**config.mk**
```make
export PLATFORM = sky130hd
export DESIGN_NAME = clock_display_scan
export DESIGN_NICKNAME = d
export VERILOG_FILES = /design/src/rtl/clock_disp_pkg.sv /design/src/rtl/bin2bcd_2dig.sv /design/src/rtl/clock_display_scan.sv
export SDC_FILE = /design/constraint.sdc
export NUM_CORES = 1
export LEC_CHECK = 0
export CORE_ASPECT_RATIO = 0.75
export CORE_MARGIN = 2
export CORE_UTILIZATION = 49
export DETAILED_ROUTE_END_ITERATION = 7
export PLACE_DENSITY_LB_ADDON = 0.25
export SYNTH_ARGS = -nofsm -noshare
export SYNTH_HDL_FRONTEND = slang
export SYNTH_HIERARCHICAL = 1
export SYNTH_SLANG_ARGS = --single-unit
export TNS_END_PERCENT = 1
```
**constraint.sdc**
```tcl
create_clock -name clk -period 9.9 [get_ports clk]
set_input_delay 1.98 -clock clk [delete_from_list [all_inputs] [get_ports clk]]
set_output_delay 1.98 -clock clk [all_outputs]
set_load 0.1 [all_outputs]
```
**src/rtl/clock_disp_pkg.sv**
```systemverilog
// Shared constants for the clock display scanner: segment codes and digit slot indices.
package clock_disp_pkg;

  // Segment bit order is {g,f,e,d,c,b,a}, active high
  localparam logic [6:0] SEG_0    = 7'h3F;
  localparam logic [6:0] SEG_1    = 7'h06;
  localparam logic [6:0] SEG_2    = 7'h5B;
  localparam logic [6:0] SEG_3    = 7'h4F;
  localparam logic [6:0] SEG_4    = 7'h66;
  localparam logic [6:0] SEG_5    = 7'h6D;
  localparam logic [6:0] SEG_6    = 7'h7D;
  localparam logic [6:0] SEG_7    = 7'h07;
  localparam logic [6:0] SEG_8    = 7'h7F;
  localparam logic [6:0] SEG_9    = 7'h6F;
  localparam logic [6:0] SEG_DASH = 7'h40;

  localparam logic [2:0] DIG_SU = 3'd0;
  localparam logic [2:0] DIG_ST = 3'd1;
  localparam logic [2:0] DIG_MU = 3'd2;
  localparam logic [2:0] DIG_MT = 3'd3;
  localparam logic [2:0] DIG_HU = 3'd4;
  localparam logic [2:0] DIG_HT = 3'd5;

  function automatic logic [6:0] seg_encode(input logic [3:0] d);
    logic [6:0] s;
    case (d)
      4'd0:    s = SEG_0;
      4'd1:    s = SEG_1;
      4'd2:    s = SEG_2;
      4'd3:    s = SEG_3;
      4'd4:    s = SEG_4;
      4'd5:    s = SEG_5;
      4'd6:    s = SEG_6;
      4'd7:    s = SEG_7;
      4'd8:    s = SEG_8;
      4'd9:    s = SEG_9;
      default: s = SEG_DASH;
    endcase
    return s;
  endfunction

endpackage

```
**src/rtl/bin2bcd_2dig.sv**
```systemverilog
// Two-digit binary to BCD split using a compare/subtract ladder, plus a range check.
module bin2bcd_2dig (
  input  logic [5:0] value,
  input  logic [5:0] limit,
  output logic [3:0] tens,
  output logic [3:0] units,
  output logic       invalid
);

  logic [5:0] rem;

  always_comb begin
    tens = 4'd0;
    rem  = value;
    if (value >= 6'd60) begin
      tens = 4'd6;
      rem  = value - 6'd60;
    end else if (value >= 6'd50) begin
      tens = 4'd5;
      rem  = value - 6'd50;
    end else if (value >= 6'd40) begin
      tens = 4'd4;
      rem  = value - 6'd40;
    end else if (value >= 6'd30) begin
      tens = 4'd3;
      rem  = value - 6'd30;
    end else if (value >= 6'd20) begin
      tens = 4'd2;
      rem  = value - 6'd20;
    end else if (value >= 6'd10) begin
      tens = 4'd1;
      rem  = value - 6'd10;
    end
    units   = rem[3:0];
    invalid = value > limit;
  end

endmodule

```
**src/rtl/clock_display_scan.sv**
```systemverilog
// Multiplexed six-digit 7-segment driver for HH:MM:SS with a per-frame time snapshot
// and a blinking colon on the decimal points of the minutes/hours units digits.
module clock_display_scan
  import clock_disp_pkg::*;
#(
  parameter int unsigned SCAN_DIV     = 4,
  parameter int unsigned BLINK_FRAMES = 2
) (
  input  logic       clk,
  input  logic       rst,
  input  logic       disp_en,
  input  logic [5:0] seconds,
  input  logic [5:0] minutes,
  input  logic [4:0] hours,
  output logic [5:0] an,
  output logic [6:0] seg,
  output logic       dp
);

  localparam int unsigned PreW = (SCAN_DIV > 1) ? $clog2(SCAN_DIV) : 1;
  localparam int unsigned FrmW = (BLINK_FRAMES > 1) ? $clog2(BLINK_FRAMES) : 1;
  localparam logic [PreW-1:0] PreLast = PreW'(SCAN_DIV - 1);
  localparam logic [FrmW-1:0] FrmLast = FrmW'(BLINK_FRAMES - 1);

  logic [PreW-1:0] pre_q;
  logic [2:0]      idx_q;
  logic [FrmW-1:0] frame_q;
  logic            colon_q;
  logic [5:0]      snap_s_q, snap_m_q;
  logic [4:0]      snap_h_q;

  logic [3:0] s_tens, s_units, m_tens, m_units, h_tens, h_units;
  logic       s_inv, m_inv, h_inv;

  bin2bcd_2dig u_bcd_s (
    .value   (snap_s_q),
    .limit   (6'd59),
    .tens    (s_tens),
    .units   (s_units),
    .invalid (s_inv)
  );

  bin2bcd_2dig u_bcd_m (
    .value   (snap_m_q),
    .limit   (6'd59),
    .tens    (m_tens),
    .units   (m_units),
    .invalid (m_inv)
  );

  bin2bcd_2dig u_bcd_h (
    .value   ({1'b0, snap_h_q}),
    .limit   (6'd23),
    .tens    (h_tens),
    .units   (h_units),
    .invalid (h_inv)
  );

  logic       pre_wrap, end_of_frame, show;
  logic [6:0] dig_code;

  always_comb begin
    pre_wrap     = (pre_q == PreLast);
    end_of_frame = pre_wrap && (idx_q == DIG_HT);
    // Slot cycle 0 is dead time so adjacent digits never ghost into each other
    show         = (pre_q != '0) && disp_en;
  end

  always_comb begin
    dig_code = SEG_DASH;
    case (idx_q)
      DIG_SU:  dig_code = s_inv ? SEG_DASH : seg_encode(s_units);
      DIG_ST:  dig_code = s_inv ? SEG_DASH : seg_encode(s_tens);
      DIG_MU:  dig_code = m_inv ? SEG_DASH : seg_encode(m_units);
      DIG_MT:  dig_code = m_inv ? SEG_DASH : seg_encode(m_tens);
      DIG_HU:  dig_code = h_inv ? SEG_DASH : seg_encode(h_units);
      DIG_HT:  dig_code = h_inv ? SEG_DASH : seg_encode(h_tens);
      default: dig_code = SEG_DASH;
    endcase
  end

  always_ff @(posedge clk or negedge rst) begin
    if (!rst) begin
      pre_q    <= '0;
      idx_q    <= DIG_SU;
      frame_q  <= '0;
      colon_q  <= 1'b1;
      snap_s_q <= '0;
      snap_m_q <= '0;
      snap_h_q <= '0;
      an       <= '0;
      seg      <= '0;
      dp       <= 1'b0;
    end else begin
      pre_q <= pre_wrap ? '0 : pre_q + PreW'(1);
      if (pre_wrap) begin
        idx_q <= (idx_q == DIG_HT) ? DIG_SU : idx_q + 3'd1;
      end
      // Snapshot at the frame boundary so one frame never mixes two times
      if (end_of_frame) begin
        snap_s_q <= seconds;
        snap_m_q <= minutes;
        snap_h_q <= hours;
        if (frame_q == FrmLast) begin
          frame_q <= '0;
          colon_q <= ~colon_q;
        end else begin
          frame_q <= frame_q + FrmW'(1);
        end
      end
      an  <= show ? (6'd1 << idx_q) : 6'd0;
      seg <= dig_code;
      dp  <= colon_q && ((idx_q == DIG_MU) || (idx_q == DIG_HU)) && show;
    end
  end

endmodule

```
==> flow_summary.json <==
{
  "netlist_instances": 548,
  "setup_viol": 0,
  "required_ps": 10070,
  "dpl.hpwl_mm": 7.88,
  "placed_area_um2": 5050,
  "min_period_ps": 3830,
  "grt_pass1_wl_mm": 18.0,
  "worstPathCellList": "inv_1, ha_1, nor3b_1, o31ai_2, inv_2, a221oi_2, xnor2_1, inv_1, ha_1, or2_2, a21oi_1, o21ai_0, a221o_1",
  "ant_nets": 0,
  "status": "complete, no violations",
  "worstMarginPinSlew_ps": 974,
  "hold_viol": 0,
  "post_cts_resized": 0,
  "synth_top_family_by_area": "compound AO/OA/AOI/OAI gates",
  "overflow": 0,
  "wl_met3_um": 644,
  "row_count": 30,
  "synth-compound-area-share": 0.247,
  "crit_type": "register to register",
  "drt_iter0_markers": 244,
  "min_path_type": "register to register",
  "multi_input_area_um2": 3390,
  "core-area_um2": 9160,
  "synth_area_leaders": "ha_1 20%, dfrtp_1 20%, inv_1 4.5%, a21oi_1 4.3%, o21ai_0 3.4%",
  "cp_slowest_stage_delay_ps": 480,
  "syn_area_um2": 4650,
  "initial_utilization": 0.508,
  "grt_pass1_vias": 3734,
  "fp.dieH_um": 88.4,
  "route.detailed.drc": 0,
  "wl_mm": 10.6,
  "htree_levels": 2,
  "synth_edf_count": 0,
  "vias_per_cell": 5.58,
  "wl_per_cell_um": 14.8,
  "synthMuxAreaShare": 0.0685,
  "power_density_nw_per_um2": 117,
  "timing.fmax_mhz": 261,
  "period_share": 0.386,
  "final_cell_mix": "75 x ha_1, 56 x inv_1, 40 x a21oi_1",
  "cts-hold-fix-buffers": 0,
  "clock_latency_ps": 290,
  "cts-root-buf": "clkbuf_16",
  "clock_path_buffers": 2,
  "crit_buf_inv": 3,
  "p_leak_nw": 2.50,
  "ys_seq_area_frac": 0.205,
  "vias": 3981,
  "drtPass1Iterations": 5,
  "gp_congestion": 0.925,
  "final_common_cell": "ha_1",
  "synth.avg_cell_area_um2": 8.49,
  "cp-end-kind": "register",
  "antenna_found_initial": 0,
  "fin_setup_tns_ps": 0,
  "drive_above_1_share": 0.102,
  "synth_xor_area_frac": 0.0188,
  "fillers": 849,
  "synth_top_area_frac": 0.202,
  "synthSimpleGateAreaFrac": 0.170,
  "met2WireLength_mm": 4.72,
  "grt_usage": 0.217,
  "clock-sinks": 38,
  "ys_types": 63,
  "wl_met1_mm": 5.16,
  "rsz0062_at_grt": "false",
  "cts-buffers-inserted": 5,
  "num_io_pins": 34,
  "die-area_um2": 10300,
  "synth_flop_cell": "dfrtp_1",
  "finalNetCount": 680,
  "ys_ff_latch": 38,
  "clock_skew_ps": 7.85,
  "ir_drop_v": 0.0000705,
  "area_growth_pct": 12.7,
  "crit_family": "compound AO/OA/AOI/OAI gates",
  "grt_max_degree": 39,
  "ys_async_sr_fraction": 1.00,
  "synth_top_cell_by_area": "ha_1",
  "slew_headroom": 0.348,
  "synth_adder_area_share": 0.202,
  "num_antenna_cells": 0,
  "cp_slowest_cell": "dfrtp_1",
  "top_layer_used": "met4",
  "cp_max_fo": 14,
  "port_buffers": 33,
  "finalMaxSlewViolations": 0,
  "fin_area_um2": 5250,
  "layout.area.seq_um2": 952,
  "die_w_um": 117,
  "cts_tree": "yes",
  "ys.warnings.count": 6,
  "setup.worst_path.start_class": "register",
  "cts_setup_buffers": 0,
  "clk_pin_slew_ps": 60,
  "arrival_ps": 4000,
  "maxCapViolCount": 0
}
stage by stage:
step           total power (W)  instances  setup slack, ps  hold slack (ps)   util
3_3_place_gp          0.000397        706             6250              445  0.552
3_5_place_dp          0.000401        706             6140              458  0.552
4_1_cts               0.000617        714             6120              465  0.573
6_report              0.000616        714             6070              463  0.573
2_1_floorplan         0.000351        572             6700              432      -
5_1_grt               0.000652        714             5780              485  0.573
routing by layer:
layer	GRT usage	vias to the layer above
met5	0	-
met4	0.0385	0
met3	0.0342	10
met2	0.354	118
met1	0.310	1874
li1	-	1979
worst paths after layout:
kind                                           end               startpoint  cells after the start  slack, ps
setup / recovery                  seg[5]$_DFF_PN0_  snap_m_q[2]$_DFFE_PN0P_                     13       6070
hold / removal                  pre_q[0]$_DFF_PN0_       pre_q[0]$_DFF_PN0_                      1        460
setup reg to reg                  seg[5]$_DFF_PN0_  snap_m_q[2]$_DFFE_PN0P_                     13       6070
max in group asynchronous  snap_s_q[4]$_DFFE_PN0P_                      rst                      1       7540
hold reg to reg                 pre_q[0]$_DFF_PN0_       pre_q[0]$_DFF_PN0_                      1        460
min in group asynchronous          an[2]$_DFF_PN0_                      rst                      1       1810
cells in the mapped netlist (all sizes together) (6+ instances only):
cell type	instances
a21oi	40
o211ai	11
nand2	37
o21ai	41
nand4	6
ha	75
buf	21
o21a	6
dfrtp	37
a311oi	7
a22oi	10
nor2b	13
mux2i	6
mux2	20
inv	59
nand2b	16
o22ai	12
xnor2	6
clkbuf	6
nor2	39
where the power goes:
| group | leakage (nW) | switching [W] | total, W | internal, W |
|---|---|---|---|---|
| combinational | 1.94 | 0.000143 | 0.000224 | 0.0000807 |
| sequential | 0.472 | 0.0000153 | 0.000180 | 0.000165 |
| clock | 0.0940 | 0.0000677 | 0.000213 | 0.000145 |
state kept, by name (all words and copies together), names as in the netlist:
name / count
frame_q: 1
seg: 7
snap_s_q: 6
snap_h_q: 5
dp: 1
idx_q: 3
an: 6
snap_m_q: 6
pre_q: 2
colon_q: 1
final cells by class:
class / count / area share
Inverter: 59 / 0.0422
Timing Repair Buffer: 33 / 0.0620
Sequential cell: 38 / 0.182
Tap cell: 128 / 0.0305
Clock inverter: 3 / 0.0131
Clock buffer: 5 / 0.0239
Multi-Input combinational cell: 448 / 0.647
cell families after synthesis:
| family | Yosys count |
|---|---|
| xor+xnor | 10 |
| fa+ha+maj | 75 |
| other cells | 5 |
| compound gates | 163 |
| mux | 26 |
| flops | 38 |
| simple gates | 145 |
| buf+inv | 86 |
No activity file was read; power rests on OpenSTA's default activity.
